### config.mk
export PLATFORM = sky130hd
export DESIGN_NAME = bcd_display_scan
export DESIGN_NICKNAME = d
export VERILOG_FILES = /design/src/rtl/bcd_display_scan.sv
export SDC_FILE = /design/constraint.sdc
export NUM_CORES = 1
export LEC_CHECK = 0
export ABC_AREA = 1
export CORE_MARGIN = 2
export CORE_UTILIZATION = 50
export CTS_BUF_LIST = sky130_fd_sc_hd__clkbuf_4 sky130_fd_sc_hd__clkbuf_8 sky130_fd_sc_hd__clkbuf_16
export CTS_CLUSTER_DIAMETER = 60
export DETAILED_ROUTE_END_ITERATION = 10
export GPL_TIMING_DRIVEN = 1
export PLACE_DENSITY_LB_ADDON = 0.25
export REMOVE_ABC_BUFFERS = 1
export SLEW_MARGIN = 20
export SYNTH_ARGS = -nofsm -noshare
export SYNTH_HDL_FRONTEND = slang
export SYNTH_SLANG_ARGS = --single-unit
export TNS_END_PERCENT = 30
### constraint.sdc
create_clock -name clk -period 2.01 [get_ports clk]
set_clock_uncertainty 0.15 [all_clocks]
set_input_delay 0.201 -clock clk [delete_from_list [all_inputs] [get_ports clk]]
set_output_delay 0.201 -clock clk [all_outputs]
set_load 0.005 [all_outputs]
### src/rtl/bcd_display_scan.sv
// Scans a latched 3-digit BCD amount onto a 4-digit common-anode 7-segment display,
// with per-slot dead time, leading-zero blanking, whole-display blink and a dash for bad digits.
module bcd_display_scan #(
  parameter int unsigned SCAN_DIV     = 100000,
  parameter int unsigned BLINK_FRAMES = 50
) (
  input  logic       clk,
  input  logic       rst_n,
  input  logic       load,
  input  logic [3:0] ones,
  input  logic [3:0] tens,
  input  logic [1:0] hundreds,
  input  logic       blank_lz,
  input  logic       blink_en,
  output logic [3:0] an,
  output logic [6:0] seg,
  output logic       dp
);

  localparam int PW = $clog2(SCAN_DIV);
  localparam int FW = (BLINK_FRAMES > 1) ? $clog2(BLINK_FRAMES) : 1;

  typedef enum logic [1:0] {
    SLOT_ONES = 2'd0,
    SLOT_TENS = 2'd1,
    SLOT_HUND = 2'd2,
    SLOT_LEFT = 2'd3
  } slot_e;

  logic [PW-1:0] presc_q, presc_d;
  slot_e         slot_q, slot_d;
  logic [FW-1:0] frame_q, frame_d;
  logic          phase_q, phase_d;
  logic [3:0]    shadow_o_q, shadow_o_d;
  logic [3:0]    shadow_t_q, shadow_t_d;
  logic [1:0]    shadow_h_q, shadow_h_d;
  logic [3:0]    an_q, an_d;
  logic [6:0]    seg_q, seg_d;

  logic       presc_wrap;
  logic       frame_done;
  logic [3:0] digit;
  logic [3:0] an_sel;
  logic       blank;
  logic       lit;

  function automatic logic [6:0] seg_decode(input logic [3:0] d);
    case (d)
      4'd0:    seg_decode = 7'b1000000;
      4'd1:    seg_decode = 7'b1111001;
      4'd2:    seg_decode = 7'b0100100;
      4'd3:    seg_decode = 7'b0110000;
      4'd4:    seg_decode = 7'b0011001;
      4'd5:    seg_decode = 7'b0010010;
      4'd6:    seg_decode = 7'b0000010;
      4'd7:    seg_decode = 7'b1111000;
      4'd8:    seg_decode = 7'b0000000;
      4'd9:    seg_decode = 7'b0010000;
      default: seg_decode = 7'b0111111;
    endcase
  endfunction

  // NOTE: every always_comb output gets a default first so no path can infer a latch.
  always_comb begin
    presc_wrap = (presc_q == PW'(SCAN_DIV - 1));
    presc_d    = presc_wrap ? '0 : presc_q + PW'(1);
    slot_d     = presc_wrap ? slot_e'(slot_q + 2'd1) : slot_q;
    frame_done = presc_wrap && (slot_q == SLOT_LEFT);
    frame_d    = frame_q;
    phase_d    = phase_q;
    if (frame_done) begin
      if (frame_q == FW'(BLINK_FRAMES - 1)) begin
        frame_d = '0;
        phase_d = ~phase_q;
      end else begin
        frame_d = frame_q + FW'(1);
      end
    end

    shadow_o_d = load ? ones     : shadow_o_q;
    shadow_t_d = load ? tens     : shadow_t_q;
    shadow_h_d = load ? hundreds : shadow_h_q;

    digit  = 4'd0;
    an_sel = 4'b1111;
    blank  = 1'b1;
    case (slot_q)
      SLOT_ONES: begin
        digit  = shadow_o_q;
        an_sel = 4'b1110;
        blank  = 1'b0;
      end
      SLOT_TENS: begin
        digit  = shadow_t_q;
        an_sel = 4'b1101;
        blank  = blank_lz && (shadow_h_q == 2'd0) && (shadow_t_q == 4'd0);
      end
      SLOT_HUND: begin
        // hundreds=3 is out of range for the amount, so force it onto the dash code
        digit  = (shadow_h_q == 2'd3) ? 4'hF : {2'b00, shadow_h_q};
        an_sel = 4'b1011;
        blank  = blank_lz && (shadow_h_q == 2'd0);
      end
      default: ;
    endcase

    // First cycle of every slot is anode dead time to avoid ghosting.
    lit   = (presc_q != '0) && !blank && !(blink_en && phase_q);
    an_d  = lit ? an_sel : 4'b1111;
    seg_d = lit ? seg_decode(digit) : 7'b1111111;
  end

  // NOTE: reset is synchronous, so it lives inside the clocked branch and not the sensitivity list.
  always_ff @(posedge clk) begin
    if (!rst_n) begin
      presc_q    <= '0;
      slot_q     <= SLOT_ONES;
      frame_q    <= '0;
      phase_q    <= 1'b0;
      shadow_o_q <= 4'd0;
      shadow_t_q <= 4'd0;
      shadow_h_q <= 2'd0;
      an_q       <= 4'b1111;
      seg_q      <= 7'b1111111;
    end else begin
      presc_q    <= presc_d;
      slot_q     <= slot_d;
      frame_q    <= frame_d;
      phase_q    <= phase_d;
      shadow_o_q <= shadow_o_d;
      shadow_t_q <= shadow_t_d;
      shadow_h_q <= shadow_h_d;
      an_q       <= an_d;
      seg_q      <= seg_d;
    end
  end

  assign an  = an_q;
  assign seg = seg_q;
  assign dp  = 1'b1;

endmodule
# After elaboration in Yosys (flattened, before gate mapping)
# Memory sizes are Yosys's and may differ from the RTL's. A register that Yosys moved wholly into a read port is not among the register bits.
# Cells that the tools add are included.
[word_totals]
ff_bits = 40
rom_bits = 112
n_memories = 1
[op_classes]
add_sub_neg = 3
eq_ne = 6
muxes = 5
bitwise = 2
reduce_logical = 16
[mem_list]
columns = ["name", "words", "width", "read_ports", "rd_ports_with_merged_regs", "wr", "line", "rtl"]
rows = [
  ["(name not given)", 16, 7, 1, 1, 0, "48", "case (d)"],
]
[ops]
columns = ["operator", "n"]
rows = [
  ["adder 17 x 1 -> 17 bit, second input constant", 1],
  ["== test 17 bit, second input constant", 1],
  ["nonzero test 17 bit", 1],
  ["case mux 4 bit (3 select lines)", 1],
  ["case mux 3 bit (3 select lines)", 1],
  ["adder 6 x 1 -> 6 bit, second input constant", 1],
  ["== test 2 bit, second input constant", 3],
  ["== test 6 bit, second input constant", 1],
  ["logical AND 1 bit", 6],
  ["2-to-1 mux 6 bit", 1],
  ["logical NOT 2 bit", 2],
  ["logical NOT 4 bit", 1],
  ["2-to-1 mux 4 bit", 1],
  ["AND reduction 2 bit", 2],
  ["logical NOT 1 bit", 3],
  ["case mux 1 bit (3 select lines)", 1],
  ["adder 2 x 1 -> 2 bit, second input constant", 1],
  ["== test 2 x 1 -> 1 bit, second input constant", 1],
  ["NOT 1 bit", 2],
  ["OR reduction 2 bit", 1],
]

# Depth between registers and ports, before layout
[depth]
depth_word = 9
depth_mapped = 11
ltp_nobuf = 11

# Worst setup path after synthesis
# OpenSTA, ideal clock, no wires.
[synth_timing]
path_type = "register to register"
startpoint = "reg slot_q[0]"
endpoint = "reg seg_q[3] (netlist: seg[3])"
setup_ns = 0.125
arrival_ns = 1.730
required_time_ns = 1.735
slack_ns = 0.005
path_stages_with_launch = 11
synth_period_minus_slack_ns = 2.005
cell_sequence = "dfxtp_1 -> inv_1 -> ha_1 -> nand2_1 -> nand3_1 -> nand2_1 -> inv_1 -> ha_1 -> or2_2 -> nand3_1 -> nand3_1"
[synth_via]
elab_chain_len = 7
word_cells_on_any_way = 10
classes_between = "eq/ne: 2; mux: 2; reduce/logical: 6"
[synth_rtl]
columns = ["item", "line", "rtl"]
rows = [
  ["start, declared", "31", "slot_e slot_q, slot_d;"],
  ["start signal, assigned", "127", "slot_q <= slot_d;"],
  ["== test 2 bit (tied with other cells)", "87", "case (slot_q)"],
  ["case mux 1 bit (3 select lines)", "87", ""],
  ["logical NOT 1 bit", "108", "lit = (presc_q != '0) && !blank && !(blink_en && phase_q);"],
  ["logical AND 1 bit (2 in series)", "108", ""],
  ["AND reduction 2 bit (no source line)", "n/a", ""],
  ["logical NOT 1 bit (no source line)", "n/a", ""],
  ["end, declared", "38", "logic [6:0] seg_q, seg_d;"],
]
# Several ways; a longest one is shown, not always the timed one.
# A chain may end at the register's enable or synchronous reset.

# Final worst setup path
[layout_timing]
startpoint = "reg slot_q[1]"
endpoint = "reg seg_q[3] (netlist: seg[3])"
# The elaborated chain is that of the path after synthesis.

==> results.sh <==
export IMPL_synth_edf_count=0
export IMPL_timing_final_crit_share=0.959
export IMPL_wirelength_um=4820
export IMPL_r2r_setup_slack_ps=80
export IMPL_cts_sinks=46
export IMPL_cp_max_fo=5
export IMPL_crit_end="seg[3]"
export IMPL_min_period_ps=1930
export IMPL_relSlewSlack=0.621
export IMPL_ys_seq_area_frac=0.377
export IMPL_r2r_start="slot_q[1]"
export IMPL_power_density_nw_per_um2=619
export IMPL_critPathKind="reg2reg"
export IMPL_holdWs_ps=330
export IMPL_r2r_cells=10
export IMPL_r2r_end="seg[3]"
export IMPL_crit_required_ps=2020
export IMPL_ctsHoldBuffers=0
export IMPL_syn2layout_area_growth_pct=22.1
export IMPL_power_switching_uw=415
export IMPL_htreeDepth=2
export IMPL_die_y_um=73.9
export IMPL_rows=25
export IMPL_cp_startpoint="slot_q[1]"
export IMPL_grt_usage=0.196
export IMPL_status="finished clean"
export IMPL_setup_violations=0
export IMPL_ys_warnings_count=0
export IMPL_clock_path_buffers=2
export IMPL_synth_seq_cells=46
export IMPL_ys_top_cells_by_count="70 x nand2_1, 60 x nor2_1, 46 x dfxtp_1, 37 x inv_1, 32 x nand3_1"
export IMPL_ir_drop_mv=0.364
export IMPL_path_clk_slew_ps=90
export IMPL_dpl_hpwl_um=3650
export IMPL_synthCells=347
export IMPL_yosys_top_cells_area="dfxtp_1 38%, nand2_1 11%, nor2_1 9.2%"
export IMPL_place_inst=440
export IMPL_hold_viol_final=0
export IMPL_tns_ps=0
export IMPL_antenna_violating_nets_post_route=0
export IMPL_grt_max_degree=15
export IMPL_fin_nets=413
export IMPL_wl_per_cell_um=10.7
export IMPL_antenna_cells=0
export IMPL_clkLatencyLatePin_ps=300
export IMPL_place_gp_congestion=0.911
export IMPL_netlist_area_sq_um=2440
export IMPL_final_cells=452
export IMPL_clock_fmax_mhz=519
export IMPL_tightest_slew_ps=565
export IMPL_synth_avg_cell_area_sq_um=7.03
export IMPL_drc_errors=0
export IMPL_io_pins=27
export IMPL_maxSlewViolCount=0
export IMPL_overflow=0
export IMPL_initial_core_util=0.517
export IMPL_port_buffers=24
export IMPL_ys_flop_type="dfxtp_1"
export IMPL_synth_cell_types=33
export IMPL_grt_pass1_vias=1983
export IMPL_grt_first_pass_wirelength_um=8450
export IMPL_p_int_mw=1.43
export IMPL_vias=2207
export IMPL_synth_most_common_cell="nand2_1"
export IMPL_cts_tree="done"
export IMPL_synth_top_area_frac=0.377
export IMPL_pwr_share_comb=0.104
export IMPL_yosysTopAreaCell="dfxtp_1"
export IMPL_power_leakage_nw=1.25
export IMPL_antenna_found_initial=0
export IMPL_worst_setup_path_start_kind="flop"
export IMPL_core_area_sq_um=4720
export IMPL_cts_root_buf="clkbuf_8"
export IMPL_dr_pass1_iters=4
export IMPL_die_area_sq_um=5460
export IMPL_min_path_type="reg2reg"
export IMPL_drive_above_1_share=0.130
export IMPL_drt_iter0_drc=175
export IMPL_arrival_ps=1940
export IMPL_end_kind="flop"
export IMPL_synthArstFlopShare=0
export IMPL_maxCapViolCount=0
export IMPL_cts_made_buffers=5
export IMPL_clockPowerShare=0.373
export IMPL_avgViaCountPerCell=4.88
export IMPL_die_w_um=73.9
export IMPL_seq_power_share=0.524
export IMPL_swShare=0.225
==> metal layers <==
metal,track usage,routed length (um),vias to the layer above
met5,0,0,-
met4,0.0646,48,0
met3,0.0453,218,6
met2,0.313,2200,45
met1,0.261,2350,974
li1,-,-,1182
==> worst min path at each step <==
stage                          start             to  depth (start not counted)
after floorplan                rst_n        phase_q                          2
after global placement    presc_q[0]     presc_q[0]                          1
after detailed placement  presc_q[0]     presc_q[0]                          1
after CTS                    tens[2]  shadow_t_q[2]                          3
after global routing         tens[1]  shadow_t_q[1]                          3
final                     presc_q[0]     presc_q[0]                          1
==> per-stage QoR <==
step / worst slack (ps) / cell area [sq um] / utilization / total power [mW]
after floorplan: -3.58 / 2400 / - / 1.08
after global placement: 52.8 / 2790 / 0.590 / 1.17
after detailed placement: 25.8 / 2790 / 0.590 / 1.17
after CTS: 4.86 / 2900 / 0.614 / 1.86
after global routing: -26.6 / 2980 / 0.631 / 1.93
final: 83.2 / 2980 / 0.631 / 1.85
==> registers in the layout (all words and copies together) (netlist names) <==
name        cells
an              3
shadow_t_q      4
slot_q          2
shadow_h_q      2
shadow_o_q      4
seg             7
phase_q         1
presc_q        17
frame_q         6
==> repair_timing <==
item / 4_1_cts / 5_1_grt
endpoints found under the setup margin: 0 / 7
gates resized for setup: 0 / 18
buffers inserted: 0 / 4
==> placed cells by master (no fill, tap or decap), types with 2 or more instances in the layout <==
cell type and count:
nand2_1 67, nor2_1 60, dfxtp_1 44, inv_1 33
nand3_1 30, clkdlybuf4s50_1 24, o21ai_0 18, a21oi_1 15
buf_4 12, nand4_1 11, ha_1 11, nand2_2 8
inv_2 6, nor3_1 6, clkbuf_8 5, or2_2 3
nand3_2 2, nor3b_1 2, o211ai_1 2, xor2_1 2
xnor2_1 2, clkinv_1 2, nor3_4 2, ha_4 2
conb_1 2, dfxtp_4 2
==> power by group through the flow <==
stage / sequential, mW / clock (mW) / combinational (mW)
floorplan: 0.987 / 0 / 0.0896
global placement: 0.990 / 0 / 0.183
detailed placement: 0.991 / 0 / 0.184
CTS: 0.970 / 0.704 / 0.185
global route: 0.972 / 0.735 / 0.221
finish: 0.967 / 0.688 / 0.191
==> critical path, cell delays in order, from the launching register on <==
cell and delay [ps]:
dfxtp_4 390, inv_2 60, ha_2 180, nand2_1 80, nand3_1 90, nand2_2 90, inv_2 40, ha_1 270
or2_2 310, nand3_2 60, nand3_1 70
==> cell families (layout without fill, tap and decap cells) <==
group,Yosys count,count (layout),share of synthesized area
other,1,2,0.00154
AO/OA/AOI/OAI,37,37,0.0800
XOR/XNOR,4,4,0.0144
adder cells (fa/ha/maj),14,14,0.0718
AND/OR/NAND/NOR,197,197,0.374
flip-flops,46,46,0.377
buffers and inverters,48,85,0.0810
==> final cells by class <==
type | count | area, sq um
multi-input combinational | 254 | 1370
inverter | 41 | 154
tap | 67 | 83.8
clock inverter | 2 | 37.5
timing repair buffer | 36 | 330
clock buffer | 6 | 76.3
sequential | 46 | 928
fill | 415 | 1740
Note: power is estimated with default switching activity, not from simulation.
